--- config.mk ---
export PLATFORM = sky130hd
export DESIGN_NAME = lei_shadow_xbar
export DESIGN_NICKNAME = d
export VERILOG_FILES = /design/src/rtl/lei_shadow_xbar.sv
export SDC_FILE = /design/constraint.sdc
export NUM_CORES = 1
export LEC_CHECK = 0
export ABC_AREA = 1
export ABC_CLOCK_PERIOD_IN_PS = 5100
export CELL_PAD_IN_SITES_DETAIL_PLACEMENT = 1
export CELL_PAD_IN_SITES_GLOBAL_PLACEMENT = 2
export CORE_UTILIZATION = 37
export DETAILED_ROUTE_END_ITERATION = 12
export GPL_TIMING_DRIVEN = 1
export PLACE_DENSITY_LB_ADDON = 0.1
export RECOVER_POWER = 25
export SLEW_MARGIN = 30
export SYNTH_ARGS = -nofsm -noshare
export SYNTH_HDL_FRONTEND = slang
export SYNTH_SLANG_ARGS = --single-unit
export TNS_END_PERCENT = 1
--- constraint.sdc ---
create_clock -name clk -period 5.1 [get_ports clk]
set_input_delay 1.275 -clock clk [delete_from_list [all_inputs] [get_ports clk]]
set_output_delay 1.275 -clock clk [all_outputs]
set_load 0.02 [all_outputs]
--- src/rtl/lei_shadow_xbar.sv ---
// lei_shadow_xbar: LE-input crossbar with a serially loaded shadow config and atomic commit
//   clk, rst                 clock, asynchronous active-high reset
//   en                       gates shift, commit and clear
//   config_en/config_data_in serial shift strobe and data into the shadow chain
//   config_data_out          shadow MSB, daisy-chains to the next block
//   cfg_commit/cfg_clear     copy shadow -> active (even parity required) / drop config
//   cfg_loaded/cfg_err       active config valid / last commit rejected (sticky)
//   le_out/le_in             LE output sources / routed flat LE inputs
module lei_shadow_xbar #(
   parameter int LE_INPUTS  = 4,
   parameter int NUM_GROUPS = 4,
   parameter int NUM_SRC    = 4,
   parameter int REG_OUT    = 0
)(
   input  logic                             clk,
   input  logic                             rst,
   input  logic                             en,
   input  logic                             config_en,
   input  logic                             config_data_in,
   output logic                             config_data_out,
   input  logic                             cfg_commit,
   input  logic                             cfg_clear,
   output logic                             cfg_loaded,
   output logic                             cfg_err,
   input  logic [NUM_SRC-1:0]               le_out,
   output logic [NUM_GROUPS*LE_INPUTS-1:0]  le_in
);
   localparam int SEL_W    = $clog2(NUM_SRC) + 1;
   localparam int N        = NUM_GROUPS * LE_INPUTS;
   localparam int CFG_BITS = N * SEL_W + 1;
   typedef enum logic {EMPTY, VALID} state_t;
   state_t               state_q;
   logic [CFG_BITS-1:0]  shadow_q, shadow_d;
   logic [CFG_BITS-2:0]  active_q;
   logic                 err_q, par_ok;
   logic [SEL_W-1:0]     sel;
   logic [N-1:0]         le_in_d;
   assign shadow_d        = {shadow_q[CFG_BITS-2:0], config_data_in};
   assign par_ok          = ~^shadow_q;
   assign config_data_out = shadow_q[CFG_BITS-1];
   assign cfg_loaded      = state_q == VALID;
   assign cfg_err         = err_q;
   // active holds only the select fields; the parity bit is never needed after commit
   always_ff @(posedge clk or posedge rst)
      if (rst) begin
         shadow_q <= '0;
         active_q <= '0;
         state_q  <= EMPTY;
         err_q    <= 1'b0;
      end else if (en) begin
         if (config_en) shadow_q <= shadow_d;
         if (cfg_clear) begin
            active_q <= '0;
            state_q  <= EMPTY;
            err_q    <= 1'b0;
         end else if (cfg_commit) begin
            if (!config_en && par_ok) begin
               active_q <= shadow_q[CFG_BITS-1:1];
               state_q  <= VALID;
               err_q    <= 1'b0;
            end else err_q <= 1'b1;
         end
      end
   // all-ones select is always >= NUM_SRC, so the tie-high default is overridden only by a real source
   always_comb begin
      le_in_d = '0;
      sel     = '0;
      for (int k = 0; k < N; k++) begin
         sel        = active_q[k*SEL_W +: SEL_W];
         le_in_d[k] = &sel;
         for (int s = 0; s < NUM_SRC; s++)
            if (sel == SEL_W'(s)) le_in_d[k] = le_out[s];
      end
      if (state_q == EMPTY) le_in_d = '0;
   end
   if (REG_OUT != 0) begin : g_reg
      logic [N-1:0] le_in_q;
      always_ff @(posedge clk or posedge rst)
         if (rst) le_in_q <= '0;
         else le_in_q <= le_in_d;
      assign le_in = le_in_q;
   end else begin : g_comb
      assign le_in = le_in_d;
   end
endmodule
# Word level (Yosys, flattened, before mapping)
# Index checks and enable logic that the tools add are counted.
# word_totals
word_cells	166
output_inout_bits	19
regBits	99
# classes
n_mux	74
n_eq_ne	48
reduce_logical	40
# ops
op	n
2-to-1 mux 48 bit	3
== test 3 x 2 -> 1 bit (second input constant)	32
2-to-1 mux 1 bit	70
AND reduction 3 bit	17
XNOR reduction 49 bit	1
== test 3 x 1 -> 1 bit (second input constant)	16
logical NOT 3 bit	16
2-to-1 mux 16 bit	1
AND reduction 2 bit	2
nonzero test 2 bit	2
logical AND 1 bit	1
logical NOT 1 bit	1

# Longest topological paths before layout
# depth
depth_word	6
ltp_mapped	20
mapped_depth_nobuf	18

# Least setup slack after synthesis
# OpenSTA, ideal clock, no wires.
# synth_path
kind	input to output
start	input le_out[3]
end	output le_in[0]
t_arrival_ns	2.246
cell_stages	4
path_slack_ns	1.579
required_time_ns	3.825
path_cell_list	clkbuf_1 -> clkbuf_1 -> o211ai_1 -> a21oi_1
# synth_via
elab_chain_cells	2
# synth_lines
item	line	source
from (decl)	25	input logic [NUM_SRC-1:0] le_out,
2-to-1 mux 1 bit	72	if (sel == SEL_W'(s)) le_in_d[k] = le_out[s];
2-to-1 mux 16 bit	74	if (state_q == EMPTY) le_in_d = '0;
to (decl)	26	output logic [NUM_GROUPS*LE_INPUTS-1:0] le_in
# Every way passes these cells.

# Final worst setup path
# layout_path
start	input le_out[1]
end	output le_in[15]
# layout_via
elab_chain_cells	4
# layout_lines
item	line
2-to-1 mux 1 bit (3 in a row)	72
2-to-1 mux 16 bit	74
# Every way passes these cells.

==> impl_results.md <==
* Worst skew pair latency at 0.35 ns
* Layout Nets at 872
* Final Non-Filler Cells at 1054
* FF-to-FF End: active_q[42]
* Power Dens Cells at 495.2 nW/um^2
* Synth Net Count at 861
* Largest net degree at the start of global routing at 54
* CP required at 3.83 ns
* DRC viols at 0
* Routed WL at 16040 microns
* Reg2reg start: shadow_q[7]
* Setup Skew at 0.008260 ns
* Crit path max fanout at 15
* Core Box Area at 15150 sq um
* Total congestion overflow at 0
* Die width at 126.4 microns
* Worst path arrival time at 3.43 ns
* Post_cts resized at 0
* I/O pins at 30
* #FFs+latches synth at 99
* H-tree lvl count at 3
* Register area share after synthesis at 43.26%
* Hold_sp: active_q[38]
* Worst-Margin Slew at 1.602 ns
* Fmax at 0.2124 GHz
* N_diodes at 0
* Rows at 45
* WL/cell at 15.22 microns
* Failing checks: capacitance limit, slew limit
* Setup TNS at 0 ns
* Dominant cells by area after synthesis: dfrtp_1, nand2_1, o21ai_0
* IR drop worst, VDD at 0.2185 mV
* Length of the first detailed-routing pass in iterations at 4
* Commonest non-fill, non-tap cells in the layout: nand2_1, dfrtp_1, nor2_1
* Max-slew violations at 63
* Port buffer count at 29
* RSZ-0062 raised after global routing: no
* Via count at 5378
* Die height at 126.4 microns
* CP endpoint kind: output port
* Detail-routed via count per cell at 5.102
* Rel. slew slack at -6.830%
* Max Cap Viol at 2
* Area share of the leading cell type in the synthesized netlist at 43.26%
* Reg clk slew, reported paths at 0.07 ns
* CP Class: input port to output port
* Hold Path Depth at 2
* Synth Area per Inst at 6.737 sq um
* Initial antenna violation count at 0
* ANT nets after route at 0
* DRT iter0 DRCs at 318
* Placed insts at 1038
* Clock Tree Buf Depth at 2
* Reg2Reg Setup Slack at 2.62 ns
* Synth cell types at 20
* Clk root buf: clkbuf_16
* Fin crit share at 92.31%
* First-pass GRT wire length at 28170 microns
* Syn-to-layout area delta at 12.30%
* # hold bufs at CTS at 0
* Vias in the first global route at 5731
* # setup viols final at 0
* Share of cells above drive strength 1 at 3.580%
* Routability congestion estimate from global placement at 0.7193
* CTS tree: built
* Initial Utilization at 37.81%
* Setup Fix Bufs, Post-CTS at 0
* Fin. Hold Viols at 0
* Num CTS Buffers at 9
* Hold Crit Class: register to register
* R2R depth at 16
* Commonest non-fill, non-tap cell in the layout: nand2_1
* Detailed Place HPWL at 10770 microns
* Mapped Area at 5727 sq um
* Cell taking the most area after synthesis: dfrtp_1
* Outcome: complete, but fails checks
* Gr usage total at 22.13%
* Syn Inst Count at 850
* Final period demand of the worst path at 4.708 ns
* Sink Count at 99
* Die area at 15980 sq um
* Static leakage power at 3.310 nW
* Synth warn at 0
* CP Launch Type: input port
* WHS Endpoint: active_q[38]
[worst max path at each step]
stage	end	startpoint	slack, ns	cells past startpoint
floorplan	active_q[0]	rst	1.23	1
global placement	le_in[14]	le_out[2]	0.44	7
detailed placement	le_in[6]	le_out[2]	0.39	7
CTS	le_in[15]	le_out[1]	0.38	8
global route	le_in[15]	le_out[1]	0.17	8
finish	le_in[15]	le_out[1]	0.39	8
[state kept, by name, indices dropped and copies added (netlist names)]
register and count:
shadow_q 49, active_q 48, cfg_loaded 1, cfg_err 1
[layout make-up]
type                    instances  area, sq um
fillers                      1961         8715
multi-input cells             639         2813
inverters                      75        282.8
clock inverters                 4        25.02
clock buffers                  12        256.5
repair buffers                 37        341.6
well taps                     188        235.2
flip-flops and latches         99         2477
[critical path, stage by stage]
cell and delay [ns]:
clkdlybuf4s50_1 0.48, inv_1 0.29, a21oi_1 0.22, o21ai_0 0.10
o21ai_0 0.10, nand2_1 0.07, a21oi_1 0.22, clkdlybuf4s50_1 0.66
[per-layer routing]
layer / vias to the layer above / routed length (microns) / GRT usage [%]
met5: - / 0 / 0
met1: 2642 / 7701 / 28.20
met4: 0 / 95 / 3.756
li1: 2683 / - / -
met3: 5 / 421 / 4.555
met2: 48 / 7827 / 39.10
[Yosys cell counts]
library cell and number:
a21oi_1 34, dfrtp_1 99, clkinv_1 2, o21ai_0 68
buf_6 2, nand2_1 355, buf_2 8, o211ai_1 16
xnor2_1 9, a21o_1 12, inv_1 70, nor2_1 75
o21a_1 1, nand2_2 2, buf_1 1, clkbuf_1 26
nand3_1 57, nand4_1 1, inv_2 3, xor2_1 9
[per-stage QoR]
stage / utilization (%) / hold slack, ns / setup slack [ns] / cell area, sq um / total power [mW]
3_5_place_dp: 40.60 / 0.4875 / 0.3910 / 6150 / 2.555
4_1_cts: 42.46 / 0.5046 / 0.3774 / 6431 / 3.241
2_1_floorplan: - / 0.4640 / 1.235 / 5727 / 2.106
3_3_place_gp: 40.60 / 0.4830 / 0.4402 / 6150 / 2.485
5_1_grt: 42.46 / 0.5379 / 0.1727 / 6431 / 3.485
6_report: 42.46 / 0.4978 / 0.3921 / 6431 / 3.185
[power by group]
group / switching [mW] / leakage [nW] / internal (mW) / total [mW]
Combinational: 0.882 / 1.84 / 0.479 / 1.36
Sequential: 0.199 / 1.33 / 0.961 / 1.16
Clock: 0.307 / 0.135 / 0.356 / 0.663
Total: 1.39 / 3.31 / 1.80 / 3.18
[cell families (layout without fill, tap and decap cells)]
| family | Yosys count | after routing | share of synthesized area [%] |
|---|---|---|---|
| AND/OR/NAND/NOR | 490 | 490 | 33.49 |
| AO/OA/AOI/OAI | 131 | 131 | 12.72 |
| buffers and inverters | 112 | 128 | 7.778 |
| flip-flops | 99 | 99 | 43.26 |
| XOR/XNOR | 18 | 18 | 2.753 |
Power figures use the tool's default switching activity.
